<file path="src/rtl/ladybird_uart_pkg.sv">
// Shared types for the ladybird UART transmit path: byte type, arbiter states
// and the stall-counter width used by the optional forced-release timer.
package ladybird_uart_pkg;

   typedef logic [7:0] uart_byte_t;

   typedef enum logic {
      ARB_IDLE,
      ARB_LOCKED
   } arb_state_t;

   localparam int UART_ARB_TIMEOUT_W = 16;

endpackage

</file>
<file path="src/rtl/ladybird_rr_pick.sv">
// Combinational round-robin selector: first set request at or after ptr, with
// wrap. Generic so other shared resources can reuse it.
module ladybird_rr_pick #(
   parameter int N = 4,
   parameter int W = (N > 1) ? $clog2(N) : 1
) (
   input  logic [N-1:0] req,
   input  logic [W-1:0] ptr,
   output logic [N-1:0] onehot,
   output logic [W-1:0] idx,
   output logic         found
);

   logic [W-1:0] slot;

   // Walk the ring starting at ptr; the first hit wins and masks later ones.
   always_comb begin
      onehot = '0;
      idx    = '0;
      found  = 1'b0;
      slot   = '0;
      for (int k = 0; k < N; k++) begin
         slot = W'((int'(ptr) + k) % N);
         if (!found && req[slot]) begin
            found        = 1'b1;
            onehot[slot] = 1'b1;
            idx          = slot;
         end
      end
   end

endmodule

</file>
<file path="src/rtl/ladybird_uart_tx_arbiter.sv">
// Packet-level round-robin arbiter sharing one UART transmitter between N_REQ
// byte streams. Optional forced release of stalled owners: LADYBIRD_UART_ARB_TIMEOUT_EN.
module ladybird_uart_tx_arbiter
   import ladybird_uart_pkg::*;
#(
   parameter int N_REQ = 4,
   parameter logic [UART_ARB_TIMEOUT_W-1:0] IDLE_TIMEOUT = 16'hFFFF
) (
   input  logic                                          clk,
   input  logic                                          arst,
   input  logic [N_REQ-1:0]                              req_valid,
   input  logic [8*N_REQ-1:0]                            req_data,
   input  logic [N_REQ-1:0]                              req_last,
   output logic [N_REQ-1:0]                              req_ready,
   output logic                                          tx_valid,
   output logic [7:0]                                    tx_data,
   input  logic                                          tx_ready,
   output logic [((N_REQ > 1) ? $clog2(N_REQ) : 1)-1:0]  grant_id,
   output logic                                          busy,
   output logic                                          timeout
);

   localparam int GW = (N_REQ > 1) ? $clog2(N_REQ) : 1;

   arb_state_t       state;
   logic [GW-1:0]    rr_ptr;
   logic [N_REQ-1:0] grant_oh;
   uart_byte_t       req_bytes [N_REQ];

   logic             locked;
   logic             g_valid;
   logic             g_last;
   logic             handshake;
   logic             pkt_done;
   logic             force_release;
   logic             release_now;
   logic [GW-1:0]    next_ptr;
   logic [GW-1:0]    pick_idx;
   logic [N_REQ-1:0] pick_oh;
   logic             pick_found;

   ladybird_rr_pick #(
      .N (N_REQ),
      .W (GW)
   ) u_pick (
      .req    (req_valid),
      .ptr    (rr_ptr),
      .onehot (pick_oh),
      .idx    (pick_idx),
      .found  (pick_found)
   );

   always_comb begin
      for (int i = 0; i < N_REQ; i++) begin
         req_bytes[i] = req_data[8*i +: 8];
      end
   end

   // The owner's stream passes straight through; the transmitter's ready never
   // depends on valid, so this path cannot form a combinational loop.
   assign locked      = (state == ARB_LOCKED);
   assign busy        = locked;
   assign g_valid     = req_valid[grant_id];
   assign g_last      = req_last[grant_id];
   assign tx_valid    = locked & g_valid;
   assign tx_data     = req_bytes[grant_id];
   assign req_ready   = (locked && tx_ready) ? grant_oh : '0;
   assign handshake   = tx_valid & tx_ready;
   assign pkt_done    = handshake & g_last;
   assign next_ptr    = (grant_id == GW'(N_REQ - 1)) ? '0 : grant_id + GW'(1);
   assign release_now = pkt_done | force_release;

`ifdef LADYBIRD_UART_ARB_TIMEOUT_EN
   logic [UART_ARB_TIMEOUT_W-1:0] stall_cnt;

   assign force_release = locked && (stall_cnt == IDLE_TIMEOUT);
   assign timeout       = force_release;

   // Counts owner-idle cycles; held at zero in IDLE so every grant starts fresh.
   always_ff @(posedge clk or posedge arst) begin
      if (arst) begin
         stall_cnt <= '0;
      end else if (!locked || handshake || force_release) begin
         stall_cnt <= '0;
      end else if (!g_valid) begin
         stall_cnt <= stall_cnt + UART_ARB_TIMEOUT_W'(1);
      end
   end
`else
   assign force_release = 1'b0;
   assign timeout       = 1'b0;
`endif

   // Grant is taken in IDLE and held until the last byte is accepted (or the
   // owner is forced off); the pointer then moves past the departing owner.
   always_ff @(posedge clk or posedge arst) begin
      if (arst) begin
         state    <= ARB_IDLE;
         rr_ptr   <= '0;
         grant_id <= '0;
         grant_oh <= '0;
      end else begin
         case (state)
            ARB_IDLE: begin
               if (pick_found) begin
                  grant_id <= pick_idx;
                  grant_oh <= pick_oh;
                  state    <= ARB_LOCKED;
               end
            end
            ARB_LOCKED: begin
               if (release_now) begin
                  rr_ptr <= next_ptr;
                  state  <= ARB_IDLE;
               end
            end
            default: state <= ARB_IDLE;
         endcase
      end
   end

endmodule

</file>
<file path="config.mk">
export PLATFORM = sky130hd
export DESIGN_NAME = ladybird_uart_tx_arbiter
export DESIGN_NICKNAME = d
export VERILOG_FILES = /design/src/rtl/ladybird_uart_pkg.sv /design/src/rtl/ladybird_rr_pick.sv /design/src/rtl/ladybird_uart_tx_arbiter.sv
export SDC_FILE = /design/constraint.sdc
export NUM_CORES = 1
export LEC_CHECK = 0
export ABC_AREA = 1
export ABC_CLOCK_PERIOD_IN_PS = 2800
export CORE_MARGIN = 2
export CORE_UTILIZATION = 41
export DETAILED_ROUTE_END_ITERATION = 7
export PLACE_DENSITY = 0.89
export SETUP_SLACK_MARGIN = 0.02
export SYNTH_ARGS = -nofsm -noshare
export SYNTH_HDL_FRONTEND = slang
export SYNTH_HIERARCHICAL = 1
export SYNTH_SLANG_ARGS = --single-unit
</file>
<file path="constraint.sdc">
create_clock -name clk -period 2.8 [get_ports clk]
set_clock_uncertainty 0.2 [all_clocks]
set_input_delay 0.42 -clock clk [delete_from_list [all_inputs] [get_ports clk]]
set_output_delay 0.42 -clock clk [all_outputs]
set_load 0.02 [all_outputs]
</file>
-- Word-level counts from Yosys, hierarchy flattened
Index checks and enable logic that the tools add are counted.
- flip-flop bits (word level): 9
- bits in latches: 0
- RAM bits: 0
- ROM bits: 0
- output and inout bits: 17
- memories kept: 0
- add/sub/neg operators: 4
- multipliers: 0
- divide/modulo/power cells: 0
- $lt $le $gt $ge: 10
- equal/unequal tests: 1
- shift operators: 0
- mux-type cells: 40
- bitwise operators: 8
- reduce and logical (&&, ||, !) cells: 13
- operator list (cell ; count):
    4-bit two-way mux ; 5
    8-bit binary-select mux with 2-bit select ; 1
    1-bit two-way mux ; 16
    8-bit two-way mux ; 2
    2-bit by 3-bit less-than comparator with 1-bit output, second input constant ; 5
    1-bit binary-select mux with 2-bit select ; 6
    4-bit bitwise OR ; 3
    2-bit two-way mux ; 5
    1-bit demux with 2-bit select ; 4
    2-bit by 1-bit >= comparator with 1-bit output, second input constant ; 4
    1-bit logical AND ; 8
    2-bit by 1-bit adder with 2-bit output, second input constant ; 2
    2-bit adder, second input constant ; 2
    2-bit AND reduction ; 2
    1-bit AND ; 3
    3-bit >= comparator, second input constant ; 1
    1-bit logical NOT ; 3
    2-bit NOT with 3-bit output ; 1
    2-bit == test, second input constant ; 1
    1-bit one-hot mux with 2 select lines ; 1
    1-bit NOT ; 1

-- Longest topological paths before layout
Gate-level depths: netlist of the first run.
- depth in word-level cells: 14
- gate-level depth with buffers: 12
- depth with buffers taken out: 10

-- Modules after synthesis
Netlist of the first run, hierarchy kept.
- by module, submodules not included (module ; instances ; cells an instance ; area each (µm²) ; seq. area each (µm²)):
    ladybird_uart_tx_arbiter ; 1 ; 124 ; 782.0 ; 225.2
    ladybird_rr_pick ; 1 ; 74 ; 440.4 ; 0.0

-- Least setup slack after synthesis of the first run
No wires, ideal clock.
- kind: reg2reg
- start: register rr_ptr[0]
- end: register grant_oh[0]
- setup time: 0.077 ns
- arrival time: 1.893 ns
- data required time: 2.523 ns
- path slack: 0.629 ns
- cell stages (with the launch flop): 13
- buffers on the path: 2
- path through: dfrtp_1 inv_2 ha_1 inv_1 nand2_1 nand2_2 nor2_4 buf_6 nand4_1 nand2_1 buf_2 nor2_1 a21oi_1
- cells in the longest elaborated chain, start to end: 13
- elaborated cells on any way between the ends: 49
- those cells by class: add/sub (3); order compare (8); mux (24); bitwise (3); reduce/logical (11)
- RTL lines (element ; line ; text):
    start, declared ; ladybird_uart_tx_arbiter.sv:26 ; logic [GW-1:0] rr_ptr;
    start signal, assigned ; ladybird_uart_tx_arbiter.sv:113 ; rr_ptr <= next_ptr;
    branches (longest 11 deep; another with 2-bit by 1-bit adder with 2-bit output) ; n/a ;
    1-bit two-way mux (*) ; ladybird_rr_pick.sv:24 ; if (!found && req[slot]) begin
    via pick_found ; ladybird_uart_tx_arbiter.sv:40 ; logic pick_found;
    2-bit AND reduction (no source line) (*) ; n/a ;
    end signal, assigned ; ladybird_uart_tx_arbiter.sv:107 ; grant_oh <= pick_oh;
    end, declared ; ladybird_uart_tx_arbiter.sv:27 ; logic [N_REQ-1:0] grant_oh;
Mark *: on every way through the listed nets, which the timed path passes. The select of a mux whose other input is x is not followed.
A chain may end at the register's enable or synchronous reset.

-- Final worst setup path of the first run
- start: register grant_id[0] in the netlist's numbering
- end: output port tx_valid
- cells in the longest elaborated chain, start to end: 3
- RTL lines (element ; line ; text):
    start, declared ; ladybird_uart_tx_arbiter.sv:18 ; output logic [((N_REQ > 1) ? $clog2(N_REQ) : 1)-1:0] grant_id,
    start signal, assigned ; ladybird_uart_tx_arbiter.sv:106 ; grant_id <= pick_idx;
    1-bit binary-select mux with 2-bit select ; ladybird_uart_tx_arbiter.sv:63 ; assign g_valid = req_valid[grant_id];
    1-bit two-way mux (implied by the code) ; ladybird_uart_tx_arbiter.sv:63 ;
    1-bit AND ; ladybird_uart_tx_arbiter.sv:65 ; assign tx_valid = locked & g_valid;
    end, declared ; ladybird_uart_tx_arbiter.sv:15 ; output logic tx_valid,
Every way passes these cells. The select of a mux whose other input is x is not followed.

==> results of run 1 <==
-- worst max-delay path, stage by stage, from the launching register on --
cell,delay [ns]
dfrtp_1,0.40
inv_2,0.29
nand2_1,0.13
nand3_1,0.11
nand2_2,0.08
nor2_1,0.09
clkdlybuf4s50_1,0.61
-- cell usage in the layout (no fill, tap or decap), types with 7 or more instances in the layout --
master           netlist  routed
a21oi_1               13      13
clkdlybuf4s50_1        0      58
dfrtp_1                9       9
inv_1                 21      21
nand2_1               35      35
nand2_2                9       9
nand3_1               19      19
nand4_1                7       7
nor2_1                29      29
o21ai_0               14      14
o22ai_1                8       8
-- metrics by stage --
step	util	power, W	std cells	area [sq um]
finish	0.657	0.00198	288	1840
global route	0.657	0.00217	288	1840
CTS	0.657	0.00198	288	1840
detailed placement	0.648	0.00188	284	1820
global placement	0.648	0.00184	284	1820
floorplan	-	0.00136	198	1220
-- cell usage after synthesis --
| cell | count |
|---|---|
| nand2_1 | 35 |
| nor2_1 | 29 |
| inv_1 | 21 |
| nand3_1 | 19 |
| o21ai_0 | 14 |
| a21oi_1 | 13 |
| dfrtp_1 | 9 |
| nand2_2 | 9 |
| o22ai_1 | 8 |
| nand4_1 | 7 |
| ha_1 | 6 |
| a21boi_0 | 4 |
| nand3_2 | 4 |
| buf_4 | 3 |
| buf_6 | 3 |
| inv_2 | 3 |
| buf_2 | 2 |
| nand2_4 | 2 |
| o21ai_1 | 2 |
| clkbuf_1 | 1 |
| conb_1 | 1 |
| nand3_4 | 1 |
| nor2_2 | 1 |
| nor2_4 | 1 |
-- cells by family after synthesis --
kind of cell,synth area share
AND/OR/NAND/NOR,0.436
AO/OA/AOI/OAI,0.184
buffers and inverters,0.131
flip-flops,0.184
adder cells (fa/ha/maj),0.0614
other,0.00307
-- cell type report --
| type | count | area share |
|---|---|---|
| Multi-Input combinational cell | 156 | 0.454 |
| Timing Repair Buffer | 64 | 0.339 |
| Sequential cell | 9 | 0.122 |
| Inverter | 24 | 0.0489 |
| Tap cell | 31 | 0.0210 |
| Clock buffer | 4 | 0.0143 |
-- routing by layer --
layer	track usage	part of all wire	vias up
met3	0.0220	0.044	10
met2	0.382	0.50	39
li1	-	-	768
met4	0.0909	0.020	0
met5	0	0	-
met1	0.280	0.43	703
-- worst max-delay path by stage --
| stage | to | cells after the start |
|---|---|---|
| after global placement | tx_valid | 6 |
| after detailed placement | tx_valid | 6 |
| after floorplan | grant_oh[0]$_DFFE_PP0P_ | 12 |
| after global routing | tx_valid | 6 |
| after CTS | tx_valid | 6 |
| final | tx_valid | 6 |
-- power by group --
group	total (W)	switching (W)	internal (W)
clock network	0.000101	0.0000462	0.0000549
logic	0.00164	0.000979	0.000657
registers	0.000245	0.0000504	0.000195
total	0.00198	0.00108	0.000907
-- state kept, by name (all words and copies together) (netlist names) --
register  count
grant_id      2
rr_ptr        2
busy          1
grant_oh      4
==> key figures, run 1 <==
Synthesis
  – Synth cell types: 24
  – Syn Area/Cell: 6.17 sq um
  – Post-synth top area share: 0.184
  – Synth area leader: dfrtp_1
  – Ys Warns: 6
  – Cells after Synth: 198
  – Synth top area cells: dfrtp_1, nand2_1, nor2_1
  – Seq/Total Area, Yosys: 0.184
  – Synthesized cell area: 1220 sq um
  – Synth Register Bits: 9
  – Synth Net Count: 247

Drt
  – Routed WL per cell: 12.1 um
  – Post-DRT Antenna Nets: 0
  – Initial drt markers: 85
  – DR vias: 1520
  – Drc violations: 2
  – Final wirelength: 3.48 mm
  – DRT Pass-1 Iters: 6
  – DR vias/cell: 5.28

CTS
  – H-tree Lvls: 1
  – Clock latency on the worst-skew pair: 0.26 ns
  – CTS tree: yes
  – CTS Buffer Depth: 2
  – Cts bufs inserted: 3
  – CTS clk-pin slew, worst paths: 0.06 ns
  – Post-CTS setup buffers: 0
  – Post-CTS sizing: 0
  – Root buf cell: clkbuf_4
  – Hold_buf cts: 0
  – Clock Sink Count: 9

Cells and area
  – Area grow syn2layout: 50.8%
  – Register area: 225 sq um
  – Share of layout cells above drive strength 1: 0.117
  – # diodes: 0
  – Nets: 307
  – Multi-input gate area: 837 sq um
  – Fillers: 251

Worst setup path
  – CP Max Fanout: 22
  – Crit end category: primary output
  – Worst reg2reg startpoint: rr_ptr[0]$_DFFE_PP0P_
  – RR Endpoint: grant_oh[3]$_DFFE_PP0P_
  – Worst setup path class: reg -> out
  – Launch point of the worst path: grant_id[0]$_DFFE_PP0P_
  – Req. time, crit path: 2.18 ns
  – CP arrival: 1.97 ns
  – R2R Setup Slk: 0.64 ns
  – Reg2Reg Depth: 10
  – Critical path launch point type: flip-flop

STA
  – Post-layout minimum cycle time: 2.59 ns
  – Final hold vios: 0
  – Final WS setup: 0.213 ns
  – Max Clk Rate: 387 MHz
  – Final Setup Violations: 0
  – Setup TNS: 0 ns
  – Period utilization: 0.924
  – Hold slack: 0.209 ns
  – RSZ-0062 raised after global routing: no
  – Slew Viols, Final: 0

Placement
  – IO Port Bufs: 58
  – GPL Wtd Cong: 0.854
  – Pre-CTS setup slack: 0.277 ns
  – Hpwl dp: 2.78 mm

GRT
  – Tot GR Track Use: 0.221
  – Grt total ovfl: 0
  – Vias in the first global route: 1425
  – First-pass GRT wire length: 6.13 mm
  – Pin count of the biggest net entering global routing: 23
  – Antenna violations before repair: 0

Floorplan
  – Initial Util: 0.436
  – Die X: 58.6 um
  – Chip height: 58.6 um
  – I/O Pins: 60
  – Core Area: 2810 sq um
  – Die area: 3430 sq um
  – Row cnt: 19

Min path
  – Worst Hold Class: in -> async

Run
  – Maxcap violations: 0

Status
  – Status: complete, but fails checks
  – Failing checks: DRC

Power
  – Peak supply drop: 0.595 mV
  – PwrDens: 1080 nW/um^2
  – Leakage: 0.882 nW
(Power assumes the default switching activity.)
==> inputs of run 2 (changes only) <==
--- a/config.mk
+++ b/config.mk
@@ -6,12 +6,14 @@
 export NUM_CORES = 1
 export LEC_CHECK = 0
 export ABC_AREA = 1
-export ABC_CLOCK_PERIOD_IN_PS = 2800
+export ABC_CLOCK_PERIOD_IN_PS = 2660
+export CAP_MARGIN = 20
 export CORE_MARGIN = 2
 export CORE_UTILIZATION = 41
 export DETAILED_ROUTE_END_ITERATION = 7
 export PLACE_DENSITY = 0.89
 export SETUP_SLACK_MARGIN = 0.02
+export SLEW_MARGIN = 20
 export SYNTH_ARGS = -nofsm -noshare
 export SYNTH_HDL_FRONTEND = slang
 export SYNTH_HIERARCHICAL = 1
==> constraint.sdc (replaced) <==
create_clock -name clk -period 2.66 [get_ports clk]
set_clock_uncertainty 0.2 [all_clocks]
set_input_delay 0.399 -clock clk [delete_from_list [all_inputs] [get_ports clk]]
set_output_delay 0.399 -clock clk [all_outputs]
set_load 0.02 [all_outputs]
==> key figures, run 2 (synthesis gave the netlist of run 1 again) <==
Status
  – Status: complete, but fails checks (unchanged)
  – Failing checks: DRC (unchanged)

Floorplan
  – Initial Util: 0.436 (unchanged)
  – Chip height: 58.6 um (unchanged)
  – Core Area: 2810 sq um (unchanged)
  – Die X: 58.6 um (unchanged)
  – I/O Pins: 60 (unchanged)
  – Row cnt: 19 (unchanged)
  – Die area: 3430 sq um (unchanged)

GRT
  – Tot GR Track Use: 0.207 (was 0.221)
  – Vias in the first global route: 1359 (was 1425)
  – Pin count of the biggest net entering global routing: 23 (unchanged)
  – First-pass GRT wire length: 5.67 mm (was 6.13 mm)
  – Grt total ovfl: 0 (unchanged)
  – Antenna violations before repair: 0 (unchanged)

CTS
  – CTS Buffer Depth: 2 (unchanged)
  – Root buf cell: clkbuf_4 (unchanged)
  – H-tree Lvls: 1 (unchanged)
  – CTS clk-pin slew, worst paths: 0.06 ns (about the same)
  – Hold_buf cts: 0 (unchanged)
  – Clock Sink Count: 9 (unchanged)
  – Post-CTS sizing: 0 (unchanged)
  – Post-CTS setup buffers: 0 (unchanged)
  – Cts bufs inserted: 3 (unchanged)
  – CTS tree: yes (unchanged)
  – Clock latency on the worst-skew pair: 0.27 ns (was 0.26 ns)

Worst setup path
  – Critical path launch point type: flip-flop (unchanged)
  – Req. time, crit path: 2.06 ns (was 2.18 ns)
  – Launch point of the worst path: grant_id[0]$_DFFE_PP0P_ (unchanged)
  – Worst setup path class: reg -> out (unchanged)
  – CP arrival: 1.91 ns (was 1.97 ns)
  – CP Max Fanout: 22 (unchanged)
  – Crit end category: primary output (unchanged)
  – Worst reg2reg startpoint: rr_ptr[1]$_DFFE_PP0P_ (was rr_ptr[0]$_DFFE_PP0P_)

Cells and area
  – Largest registers: grant_oh: 4 flops, grant_id: 2 flops, rr_ptr: 2 flops (unchanged)
  – Share of layout cells above drive strength 1: 0.120 (was 0.117)
  – Max reg flops: 4 (unchanged)
  – Most frequent cells in the layout: clkdlybuf4s50_1, nand2_1, nor2_1 (unchanged)
  – Nets: 308 (was 307)
  – Fin util: 0.660 (was 0.657)
  – Area grow syn2layout: 51.5% (was 50.8%)
  – Commonest non-fill, non-tap cell in the layout: clkdlybuf4s50_1 (unchanged)
  – Largest reg by FF count: grant_oh (unchanged)
  – Finished Layout Cells: 289 (was 288)
  – # diodes: 0 (unchanged)

STA
  – Slew Viols, Final: 0 (unchanged)
  – Max Clk Rate: 399 MHz
  – Period utilization: 0.942
  – Final hold vios: 0 (unchanged)
  – Final Setup Violations: 0 (unchanged)
  – Post-layout minimum cycle time: 2.51 ns
  – RSZ-0062 raised after global routing: no (unchanged)
  – Hold slack: 0.182 ns (was 0.209 ns)
  – Setup TNS: 0 ns (unchanged)

Drt
  – Routed WL per cell: 11.6 um (was 12.1 um)
  – DR vias: 1469 (was 1520)
  – Final wirelength: 3.34 mm (was 3.48 mm)
  – DRT Pass-1 Iters: 6 (unchanged)
  – DR vias/cell: 5.08 (was 5.28)
  – Drc violations: 2 (unchanged)
  – Initial drt markers: 87 (was 85)
  – Post-DRT Antenna Nets: 0 (unchanged)

Min path
  – Worst Hold Class: in -> async (unchanged)

Placement
  – IO Port Bufs: 58 (unchanged)
  – Hpwl dp: 2.70 mm (was 2.78 mm)
  – GPL Wtd Cong: 0.855 (was 0.854)
  – Dpl cells: 285 (was 284)

Power
  – Leakage: 0.887 nW (was 0.882 nW)
  – Peak supply drop: 0.540 mV (was 0.595 mV)
  – PwrDens: 1120 nW/um^2 (was 1080 nW/um^2)

Run
  – Maxcap violations: 0 (unchanged)
[run 2: cell types whose count changed in the layout (fill, tap and decap cells not counted)]
cell / delta
inv_2: -1
buf_4: +1
clkinv_2: +1
[run 2: critical path: stages, from the launching register on]
cell and delay (ns):
dfrtp_1 0.40, clkinv_2 0.23, nand2_1 0.12, nand3_1 0.10, nand2_2 0.08, nor2_1 0.09
clkdlybuf4s50_1 0.61
[run 2: cell type report]
type	instances	area [sq um]
flip-flops and latches	9	225
inverters	24	91.3
multi-input cells	156	837
well taps	31	38.8
clock buffers	4	26.3
repair buffers	65	633
fillers	236	953
[run 2: worst paths after layout]
check	endpoint	slack (ns)	depth (start not counted)
min	grant_oh[2]$_DFFE_PP0P_	0.18	2
min reg2reg	grant_oh[0]$_DFFE_PP0P_	0.32	2
max in group asynchronous	rr_ptr[1]$_DFFE_PP0P_	1.84	2
max	tx_valid	0.15	6
max reg2reg	grant_oh[3]$_DFFE_PP0P_	0.58	10
min in group clk	grant_oh[0]$_DFFE_PP0P_	0.32	2
[run 2: routing by layer]
layer	routed length, um	GRT usage	up-vias
met5	0	0	-
met4	25	0.0812	0
met3	171	0.0176	3
met2	1660	0.364	43
met1	1480	0.260	652
li1	-	-	771
[run 2: power by group]
| group | switching (W) | internal [W] |
|---|---|---|
| logic | 0.00101 | 0.000701 |
| registers | 0.0000444 | 0.000205 |
| clock network | 0.0000518 | 0.0000581 |
[run 2: stage by stage]
stage	instance area, sq um	setup WS (ns)	total power [W]
finish	1850	0.154	0.00208
global route	1850	0.0278	0.00227
CTS	1850	0.0900	0.00207
detailed placement	1820	0.189	0.00196
global placement	1820	0.198	0.00194
floorplan	1220	0.489	0.00143
